===== src/rtl/mux_4_1_arbiter.sv =====
// Round-robin arbiter for four requesters sharing one 4:1 mux. Grants are held
// until the owner drops its request or MAX_HOLD cycles elapse.
module mux_4_1_arbiter #(
    parameter int MAX_HOLD = 8
) (
    input  logic       Clk,
    input  logic       Rst,
    input  logic [3:0] Req,
    input  logic       In0,
    input  logic       In1,
    input  logic       In2,
    input  logic       In3,
    output logic [3:0] Gnt,
    output logic       Sel1,
    output logic       Sel0,
    output logic       Out,
    output logic       Valid,
    output logic       Timeout
);

    localparam int CNT_W = (MAX_HOLD > 1) ? $clog2(MAX_HOLD) : 1;
    localparam logic [CNT_W-1:0] CNT_LAST = CNT_W'(MAX_HOLD - 1);

    typedef enum logic {
        IDLE = 1'b0,
        BUSY = 1'b1
    } state_t;

    state_t           state_reg;
    logic [3:0]       gnt_reg;
    logic [1:0]       sel_reg;
    logic [1:0]       ptr_reg;
    logic [CNT_W-1:0] cnt_reg;
    logic             timeout_reg;

    logic [3:0]       in_vec;
    logic [3:0]       rot_req;
    logic [1:0]       pick_off;
    logic [1:0]       pick_idx;
    logic             owner_req;

    assign in_vec = {In3, In2, In1, In0};

    // rot_req[i] is the request of the requester i positions after the pointer,
    // so the lowest set bit is the round-robin winner.
    genvar gi;
    generate
        for (gi = 0; gi < 4; gi++) begin : g_rot
            logic [1:0] idx;
            assign idx         = ptr_reg + 2'(gi);
            assign rot_req[gi] = Req[idx];
        end
    endgenerate

    always_comb begin
        pick_off = 2'd0;
        for (int i = 3; i >= 0; i--) begin
            if (rot_req[i]) begin
                pick_off = 2'(i);
            end
        end
    end

    assign pick_idx  = ptr_reg + pick_off;
    assign owner_req = Req[sel_reg];

    always_ff @(posedge Clk) begin
        if (Rst) begin
            state_reg   <= IDLE;
            gnt_reg     <= 4'b0000;
            sel_reg     <= 2'd0;
            ptr_reg     <= 2'd0;
            cnt_reg     <= '0;
            timeout_reg <= 1'b0;
        end else begin
            case (state_reg)
                IDLE: begin
                    timeout_reg <= 1'b0;
                    if (|Req) begin
                        state_reg <= BUSY;
                        gnt_reg   <= 4'b0001 << pick_idx;
                        sel_reg   <= pick_idx;
                        cnt_reg   <= '0;
                    end
                end
                BUSY: begin
                    // Owner drop takes precedence over an expiring hold counter.
                    if (!owner_req) begin
                        state_reg   <= IDLE;
                        gnt_reg     <= 4'b0000;
                        ptr_reg     <= sel_reg + 2'd1;
                        timeout_reg <= 1'b0;
                    end else if (cnt_reg == CNT_LAST) begin
                        state_reg   <= IDLE;
                        gnt_reg     <= 4'b0000;
                        ptr_reg     <= sel_reg + 2'd1;
                        timeout_reg <= 1'b1;
                    end else begin
                        cnt_reg <= cnt_reg + CNT_W'(1);
                    end
                end
                default: begin
                    state_reg <= IDLE;
                    gnt_reg   <= 4'b0000;
                end
            endcase
        end
    end

    assign Gnt     = gnt_reg;
    assign Sel1    = sel_reg[1];
    assign Sel0    = sel_reg[0];
    assign Valid   = (state_reg == BUSY);
    assign Out     = (state_reg == BUSY) ? in_vec[sel_reg] : 1'b0;
    assign Timeout = timeout_reg;

endmodule


===== config.mk =====
export PLATFORM = sky130hd
export DESIGN_NAME = mux_4_1_arbiter
export DESIGN_NICKNAME = d
export VERILOG_FILES = /design/src/rtl/mux_4_1_arbiter.sv
export SDC_FILE = /design/constraint.sdc
export NUM_CORES = 1
export LEC_CHECK = 0
export CORE_MARGIN = 2
export CORE_UTILIZATION = 48
export DETAILED_ROUTE_END_ITERATION = 6
export GPL_TIMING_DRIVEN = 0
export PLACE_DENSITY = 0.87
export SLEW_MARGIN = 10
export SYNTH_ARGS = -nofsm -noshare
export SYNTH_HDL_FRONTEND = slang
export SYNTH_SLANG_ARGS = --single-unit

===== constraint.sdc =====
create_clock -name Clk -period 2.45 [get_ports Clk]
set_input_delay 0.245 -clock Clk [delete_from_list [all_inputs] [get_ports Clk]]
set_output_delay 0.245 -clock Clk [all_outputs]
set_load 0.01 [all_outputs]

==> impl_results.md, run 1 <==
* Result of the run: finished, final reports clean
* Clock transition at the registers of the reported paths at 80 ps
* Vias per inst at a little under 6
* Area of combinational cells with multiple inputs at 498.0 um2
* Mapped Cells at 91
* Post-Route Hold Slack at approximately 470 ps
* RSZ-0062 raised after global routing: false
* Antenna diode count at 0
* Final period util at about 89%
* Unique masters post-synth at 36
* Longest Clk Path Bufs at 2
* CTS hold repair buffers at 0
* Switching power summed over all nets at between 0.0002 and 0.00025 W
* Master cell of the clock root buffer: clkbuf_4
* Net Count, Synth at 104
* Most common cell after layout, fill and taps aside: clkdlybuf4s50_1
* Worst reg2reg endpoint: Gnt[2]$_SDFFE_PP0P_
* Max frequency at 457.8 MHz
* CP startpoint: sel_reg[0]$_SDFFE_PP0P_
* Final HPWL DP at roughly 1.3 mm
* Final total power at 0.0006558 W
* Number of antenna violations at the first check in global routing at 0
* Clock share of power at 20.6%
* Reg-to-reg critical path startpoint: ptr_reg[0]$_SDFFE_PP0P_
* Cell Area, Synth at 830.8 um2
* Total of flip-flops plus latches after synthesis at 13
* RePlAce Congestion at 0.7491
* Pin count of the biggest net entering global routing at 11
* Port bufs at 15
* Post-detailed-route wirelength per cell at 13.43 um
* Share of synthesized area occupied by flip-flops and latches at between 30% and 40%
* Maximum cell stage delay along the critical path at 500 ps
* Vias post-DR at 738
* Number of remaining DRC errors at 0
* Width of the chip at 45.61 um
* Flip-flop count of the largest register after layout at 4
* Share of post-route cells with drive strength above 1 at roughly 18%
* Total power per unit cell area at 636.9 nW/um2
* Headroom to the max-slew limit at 67.68%
* Max-capacitance violation count at 0
* Number of failing setup endpoints in the final timing report at 0
* Min cycle time layout at 2184 ps
* First-pass GRT wire length at 2.739 mm
* Top-area cell type share of the netlist area at 31.33%
* Starting density of the core at between 40% and 50%
* Hold path startpoint: Gnt[2]$_SDFFE_PP0P_
* FF-to-FF setup slack at 560 ps
* Actual slew at the worst max-slew pin at 484.8 ps
* Dpl cell area at between 1000 and 1500 um2
* Core box area at 1670 um2
* DP Cell Count at approximately 120
* CTS tree: built
* Total die area at 2080 um2
* Top area cells in the synthesized netlist: dfxtp_1 31%, buf_6 6.8%, nor2_1 6.3%
* Filler Cells Inserted at 145
* Post-CTS Repair Setup Buffers at 0
* Startpoint Class: register
* First-pass iteration count of the detailed router at 4
* CTS Buf Count at 3
* Via count of the first global-routing pass at 629
* Commonest cells after routing, fill and taps aside: 15 x clkdlybuf4s50_1, 14 x nor2_1, 13 x dfxtp_1
* Post-CTS resize count at 0
* Cell-by-cell listing of the critical path: buf_2 > mux4_2 > and2_1 > clkdlybuf4s50_1
* Congestion Overflow GR at 0
* Worst Reg2Reg Path Length in Cells at 6
* Crit path DAT at 1940 ps
* Crit Path Class: reg2out
* Cell area after layout at roughly 1000 um2
* Aggregate negative setup slack at 0 ps
* Crit path capture type: primary output
* I/O pin total at 19
* Largest area contributor in the synthesized netlist: dfxtp_1
* Reported leakage power at 0.3882 nW
* Placement row count at 15
* Switching portion of total power at between 30 and 40%
* Max Slew Vio Count at 0
* Final WL at about 1.7 mm
* Area of all sequential standard cells at 260.3 um2
* Number of enable flip-flop cells after synthesis at 0
* Layout Area Growth over Synthesis at 23.95%
* Mean area per synthesized cell at 9.130 um2
* Req. time, crit path at roughly 2200 ps
* Top fanout value on the critical path at 7
* Layout Cells excl Fill at roughly 130
* Total number of clock tree sinks at 13
* Number of nets in the finished design at 124
* Worst clock skew at ~4.3 ps
* Antenna-violating nets left at 0
* Worst setup path end: Out
* Pint at 0.0004360 W
* Share of total power in sequential cells at 39.4%
* Most instantiated flip-flop cell in the synthesis netlist: dfxtp_1
* Die extent in y at 45.61 um
* Slowest cell on the critical path: mux4_2
* Deepest level of the CTS H-tree at 1
* Final hold violation count at 0
* First-iteration detailed-routing DRC count at 29
* Share of async-settable or async-resettable flops after synthesis at 0%
* Path type of the worst min-delay path: reg2reg
* Insertion delay of the later-clocked pin in the worst-skew pair at 280 ps
* Logic gate share of total power at 40.0%
* Yosys synthesis warning count at 0
* Maximum vdd drop at a little under 0.5 mV
* Global Route Usage Sum at 18.51%
-- logic make-up (layout without fill, tap and decap cells) --
logic type	count (synthesis)	in the layout	synth area share, %
flip-flops	13	13	31.33
XOR/XNOR	3	3	4.067
AO/OA/AOI/OAI	22	22	21.69
multiplexers	4	4	7.831
AND/OR/NAND/NOR	37	37	21.84
buffers and inverters	9	28	8.734
adder cells (fa/ha/maj)	3	3	4.519
-- worst min path at each step --
stage                     endpoint  slack [ps]  cells after the start
4_1_cts        Gnt[2]$_SDFFE_PP0P_         480                      1
3_3_place_gp   Gnt[3]$_SDFFE_PP0P_         450                      1
5_1_grt        Gnt[2]$_SDFFE_PP0P_         480                      1
3_5_place_dp   Gnt[2]$_SDFFE_PP0P_         460                      1
6_report       Gnt[2]$_SDFFE_PP0P_         470                      1
2_1_floorplan  Gnt[2]$_SDFFE_PP0P_         420                      2
-- synthesized netlist by cell type (2+ instances only) --
library cell,count
nor2_1,14
dfxtp_1,13
a21oi_1,7
buf_6,5
nand2_1,5
nand3_1,4
nor3_1,4
ha_1,3
a211oi_1,2
inv_1,2
mux2i_1,2
mux4_2,2
nand2b_1,2
o2bb2ai_1,2
or3_1,2
xnor2_1,2
-- area by class of cell --
cell class | count | area share [%]
Clock buffer | 3 | 2.187
Tap cell | 17 | 2.066
Clock inverter | 1 | 0.4860
Timing Repair Buffer | 15 | 14.58
Sequential cell | 13 | 25.27
Multi-Input combinational cell | 69 | 48.36
Inverter | 2 | 0.7290
Buffer | 7 | 6.318
-- power groups by stage --
stage | clock network (W) | logic, W | registers [W]
4_1_cts | 0.000138 | 0.000262 | 0.000258
6_report | 0.000135 | 0.000262 | 0.000258
3_3_place_gp | 0 | 0.000255 | 0.000261
5_1_grt | 0.000146 | 0.000284 | 0.000262
3_5_place_dp | 0 | 0.000261 | 0.000264
2_1_floorplan | 0 | 0.000172 | 0.000269
-- per-stage QoR --
stage	util, %	setup WS [ps]
4_1_cts	61.65	260.0
3_5_place_dp	60.00	74.56
6_report	61.65	265.8
2_1_floorplan	-	703.3
5_1_grt	61.65	178.4
3_3_place_gp	60.00	92.56
-- metal layers --
metal	wire length, um	GRT usage [%]	vias up
met5	0	0	-
met3	57	5.952	2
met2	881	29.30	14
met4	13	5.294	0
li1	-	-	373
met1	754	23.96	349
-- worst max-delay path: cells and delay by family, from the launching register on --
kind	cells	cell delay [ps]
buf+inv	2	660
simple gates	1	160
flops	1	340
mux	1	500
(Power assumes the default switching activity.)
==> run 2: changes to the inputs <==
--- a/config.mk
+++ b/config.mk
@@ -10,6 +10,7 @@
 export DETAILED_ROUTE_END_ITERATION = 6
 export GPL_TIMING_DRIVEN = 0
 export PLACE_DENSITY = 0.87
+export SETUP_SLACK_MARGIN = 0.5
 export SLEW_MARGIN = 10
 export SYNTH_ARGS = -nofsm -noshare
 export SYNTH_HDL_FRONTEND = slang
==> run 2 against run 1 <==
  * Utilization is 2.1 points higher
  * Critical path depth stayed put
  * Register-to-register slack better by 50 ps
  * Worst setup slack better by 300 ps
  * Critical path type unchanged
==> impl_results.md, run 2 (synthesized netlist as in run 1, its figures left out) <==
* Result of the run: finished, final reports clean
* Die extent in y at approximately 46 um
* Max-capacitance violation count at 0
* Final WL at 1.760 mm
* Placement row count at 15
* Master cell of the clock root buffer: clkbuf_4
* Share of post-route cells with drive strength above 1 at between 20 and 25%
* Antenna-violating nets left at 0
* Total power per unit cell area at 636.1 nW/um2
* Startpoint Class: register
* Count of buffering cells on the critical path with inverters included at 2
* Number of nets in the finished design at between 100 and 150
* Post-Route Hold Slack at 472.1 ps
* Antenna diode count at 0
* Top fanout value on the critical path at 4
* Final HPWL DP at approximately 1.3 mm
* CTS tree: built
* I/O pin total at 19
* Final period util at 76.89%
* Fraction of the core area covered by cells at the end of the flow at 63.75%
* Post-detailed-route wirelength per cell at 13.54 um
* First-iteration detailed-routing DRC count at 19
* Layout Area Growth over Synthesis at 28.16%
* Maximum cell stage delay along the critical path at 480 ps
* Clock transition at the registers of the reported paths at 80 ps
* Flip-flop count of the largest register after layout at 4
* Pin count of the biggest net entering global routing at 11
* Global Route Usage Sum at 18.84%
* Actual slew at the worst max-slew pin at ~480 ps
* Core box area at 1670 um2
* First-pass iteration count of the detailed router at 4
* Total number of clock tree sinks at 13
* Commonest cells after routing, fill and taps aside: 14 x nor2_1, 13 x clkdlybuf4s50_1, 12 x dfxtp_1
* Path type of the worst min-delay path: reg2reg
* Number of failing setup endpoints in the final timing report at 0
* Vias post-DR at ~750
* Worst clock skew at 2.823 ps
* Width of the chip at 45.61 um
* Insertion delay of the later-clocked pin in the worst-skew pair at 280 ps
* Via count of the first global-routing pass at 634
* Min cycle time layout at between 1500 and 2000 ps
* First-pass GRT wire length at 2.794 mm
* Req. time, crit path at 2200 ps
* RSZ-0062 raised after global routing: false
* Delay-heaviest family, CP: multiplexers
* RePlAce Congestion at around 0.75
* Crit Path Class: reg2out
* Total die area at 2080 um2
* Longest Clk Path Bufs at 2
* Final hold violation count at 0
* Port bufs at 15
* Vias per inst at 5.792
* Final total power at a little under 0.0007 W
* Cell-by-cell listing of the critical path: buf_6 > mux4_2 > and2_1 > dlygate4sd2_1
* Maximum vdd drop at 0.4791 mV
* Reported leakage power at a little over 0.4 nW
* DP Cell Count at between 100 and 150
* Congestion Overflow GR at 0
* Deepest level of the CTS H-tree at 1
* Max Slew Vio Count at 0
* Crit path capture type: primary output
* Headroom to the max-slew limit at 68.13%
* CTS Buf Count at 3
* Starting density of the core at 49.74%
* Crit path DAT at 1640 ps
* Slowest cell on the critical path: mux4_2
* Aggregate negative setup slack at 0 ps
* Layout Cells excl Fill at 130
* Number of remaining DRC errors at 0
* Number of antenna violations at the first check in global routing at 0
* Most common cell after layout, fill and taps aside: nor2_1
* Max frequency at ~530 MHz
## run 2: worst register-to-register path, delay by kind of cell, from the launching register on
kind	cells	cell delay [ps]
compound gates	3	600
flops	1	370
xor+xnor	2	340
fa+ha+maj	1	210
buf+inv	1	150
simple gates	1	60
## run 2: area by class of cell
cell class	instances	area [um2]
Buffer	7	71.32
Clock buffer	3	22.52
Clock inverter	1	5.005
Fill cell	146	605.6
Inverter	2	7.507
Multi-Input combinational cell	69	505.5
Sequential cell	13	261.5
Tap cell	17	21.27
Timing Repair Buffer	18	170.2
## run 2: metrics by stage
stage	area, um2	setup WS (ps)
global placement	1002	92.56
finish	1065	566.3
global route	1065	501.9
detailed placement	1002	74.56
CTS	1030	502.1
floorplan	830.8	703.3
## run 2: layer usage
layer | up-vias | routed length, um | share of wire [%] | global-route usage [%]
li1 | 379 | - | - | -
met1 | 345 | 753 | 43 | 24.69
met2 | 25 | 897 | 51 | 29.58
met3 | 4 | 84 | 4.8 | 5.952
met4 | 0 | 25 | 1.4 | 5.294
met5 | - | 0 | 0 | 0
## run 2: timing repair
action,CTS,global route
setup buffers,0,3
gates resized for setup,3,4
hold buffers,0,0
setup endpoints to repair,6,4
## run 2: power by group
group          leakage [nW]  switching, W  total, W  internal (W)
clock network        0.0177     0.0000749  0.000136     0.0000607
registers             0.107     0.0000222  0.000260      0.000238
logic                 0.288      0.000128  0.000281      0.000153
total                 0.413      0.000226  0.000677      0.000452
## run 2: final timing paths
path,start,endpoint,slack [ps],depth (start not counted)
worst max-delay path,sel_reg[0]$_SDFFE_PP0P_,Out,570,4
worst min-delay path,Gnt[2]$_SDFFE_PP0P_,Gnt[2]$_SDFFE_PP0P_,470,1
worst max register to register,ptr_reg[0]$_SDFFE_PP0P_,Gnt[1]$_SDFFE_PP0P_,610,8
worst min register to register,Gnt[2]$_SDFFE_PP0P_,Gnt[2]$_SDFFE_PP0P_,470,1
==> run 3: changes to the inputs <==
--- a/config.mk
+++ b/config.mk
@@ -6,10 +6,10 @@
 export NUM_CORES = 1
 export LEC_CHECK = 0
 export CORE_MARGIN = 2
-export CORE_UTILIZATION = 48
+export CORE_UTILIZATION = 43
 export DETAILED_ROUTE_END_ITERATION = 6
 export GPL_TIMING_DRIVEN = 0
-export PLACE_DENSITY = 0.87
+export PLACE_DENSITY = 0.83
 export SETUP_SLACK_MARGIN = 0.5
 export SLEW_MARGIN = 10
 export SYNTH_ARGS = -nofsm -noshare
==> constraint.sdc (replaced) <==
create_clock -name Clk -period 1.7 [get_ports Clk]
set_input_delay 0.17 -clock Clk [delete_from_list [all_inputs] [get_ports Clk]]
set_output_delay 0.17 -clock Clk [all_outputs]
set_load 0.01 [all_outputs]
==> run 3 against run 2 <==
  * The flow now finishes with violations (setup timing)
  * Critical endpoint is now Gnt[2]$_SDFFE_PP0P_
  * Clock power increased by 39%
  * Sequential share of layout area decreased by 4.9 points
  * Clock skew increased by 7.4 ps
  * First-iteration DRC count decreased by 21%
  * Wire length increased by 28%
  * Highest routed layer unchanged
  * Utilization increased by 14 points
==> impl_results.md, run 3 (synthesized netlist as in run 1, its figures left out) <==
* Path type of the worst min-delay path: reg2reg
* Total power per unit cell area at 854.1 nW/um2
* Congestion Overflow GR at 0
* FF-to-FF setup slack at -0.4 ps
* Layout Cells excl Fill at 148
* Layout Area Growth over Synthesis at 64.61%
* Post-detailed-route wirelength per cell at 15.26 um
* Cell area after layout at ~1400 um2
* Number of antenna violations at the first check in global routing at 0
* Starting density of the core at 47.09%
* Vias per inst at 5.426
* Req. time, crit path at 1910 ps
* I/O pin total at 19
* Placement-stage worst setup slack at -565.8 ps
* First-pass GRT wire length at 3.291 mm
* First-pass iteration count of the detailed router at 4
* Dpl cell area at 1081 um2
* Total number of clock tree sinks at 13
* Insertion delay of the later-clocked pin in the worst-skew pair at 280 ps
* CTS tree: built
* Pint at about 0.00077 W
* Pin count of the biggest net entering global routing at 11
* CTS Buf Count at 3
* Longest Clk Path Bufs at 2
* Post-Route Hold Slack at roughly 470 ps
* Clock transition at the registers of the reported paths at 80 ps
* RePlAce Congestion at 0.7512
* Worst clock skew at 10.27 ps
* Max-capacitance violation count at 0
* Final period util at 100.0%
* First-iteration detailed-routing DRC count at 15
* Vias post-DR at roughly 800
* Actual slew at the worst max-slew pin at 591.5 ps
* Master cell of the clock root buffer: clkbuf_4
* Antenna diode count at 0
* Min cycle time layout at 1700 ps
* Aggregate negative setup slack at -0.4086 ps
* Via count of the first global-routing pass at 749
* Share of total power in sequential cells at about a third
* Top fanout value on the critical path at 8
* Crit Path Class: reg2reg
* Max frequency at ~590 MHz
* Deepest level of the CTS H-tree at 1
* Clock share of power at between 10% and 20%
* Crit path capture type: register
* CP startpoint: ptr_reg[0]$_SDFFE_PP0P_
* Worst reg2reg endpoint: Gnt[2]$_SDFFE_PP0P_
* Final HPWL DP at 1.380 mm
* Width of the chip at between 40 and 50 um
* Number of failing setup endpoints in the final timing report at 1
* Antenna-violating nets left at 0
* Final WL at 2.258 mm
* Headroom to the max-slew limit at 60.56%
* Total die area at 2300 um2
* Startpoint Class: register
* Commonest cells after routing, fill and taps aside: 13 x buf_6, 13 x nor2_1, 7 x dfxtp_2, 7 x buf_4
* Reported leakage power at 0.5312 nW
* Crit path DAT at 1910 ps
* Flip-flop count of the largest register after layout at 4
* Max Slew Vio Count at 0
* Maximum vdd drop at 0.8033 mV
* Global Route Usage Sum at about a fifth
* Switching portion of total power at 34.44%
* Share of post-route cells with drive strength above 1 at 52.85%
* Violations in the final reports: setup timing
* Placement row count at 15
* Port bufs at 15
* Die extent in y at 47.96 um
* Result of the run: finished with violations
* Filler Cells Inserted at 131
* RSZ-0062 raised after global routing: true
* Worst Reg2Reg Path Length in Cells at 6
* Switching power summed over all nets at roughly 0.00040 W
* Setup ws final at -0.4086 ps
* Logic gate share of total power at slightly above 50%
* Number of nets in the finished design at 137
* Worst setup path end: Gnt[2]$_SDFFE_PP0P_
* Core box area at 1764 um2
* DP Cell Count at about 130
* Final hold violation count at 0
* Number of remaining DRC errors at 0
* Reg-to-reg critical path startpoint: ptr_reg[0]$_SDFFE_PP0P_
run 3: layer usage:
metal  up-vias  part of all wire, %  track usage, %
li1        396                    -               -
met1       389                   39           23.23
met2        14                   56           37.07
met3         4                  3.1           7.170
met4         0                  1.5           8.108
met5         -                    0               0
run 3: stage by stage:
step	total power [W]	util (%)
after floorplan	0.0006653	-
after global placement	0.0007794	61.28
after detailed placement	0.0007905	61.28
after CTS	0.001063	69.86
after global routing	0.001237	77.52
final	0.001168	77.52
run 3: power by group through the flow:
stage	logic, W	registers [W]	clock network [W]
floorplan	0.000270	0.000395	0
global placement	0.000395	0.000384	0
detailed placement	0.000404	0.000387	0
CTS	0.000489	0.000378	0.000196
global route	0.000639	0.000389	0.000209
finish	0.000594	0.000385	0.000189
run 3: how the worst min path moves through the flow:
stage	depth (start not counted)	from	to
floorplan	3	Rst	Gnt[3]$_SDFFE_PP0P_
global placement	1	Gnt[3]$_SDFFE_PP0P_	Gnt[3]$_SDFFE_PP0P_
detailed placement	1	Gnt[2]$_SDFFE_PP0P_	Gnt[2]$_SDFFE_PP0P_
CTS	1	Gnt[2]$_SDFFE_PP0P_	Gnt[2]$_SDFFE_PP0P_
global route	1	Gnt[3]$_SDFFE_PP0P_	Gnt[3]$_SDFFE_PP0P_
finish	1	Gnt[3]$_SDFFE_PP0P_	Gnt[3]$_SDFFE_PP0P_
run 3: layout make-up:
cell class                 count  area, um2  area share, %
timing repair buffer          28      266.5          19.49
sequential                    13      269.0          19.67
clock buffer                   4      26.28          1.921
buffer                         7      71.32          5.215
multi-input combinational     69      695.7          50.87
tap                           25      31.28          2.287
inverter                       2      7.507         0.5489
run 3: what timing repair did:
action                     in CTS  in global routing
pin swaps                      11                 13
setup endpoints to repair      22                 17
hold buffers                    0                  0
buffers inserted               10                  3
resized for setup              28                 21
run 3: worst max-delay path: stages (launching register included):
cell	delay (ps)
dfxtp_2	330
buf_6	140
o311a_1	290
o21ai_2	160
ha_4	230
or3_1	340
o2bb2ai_1	150
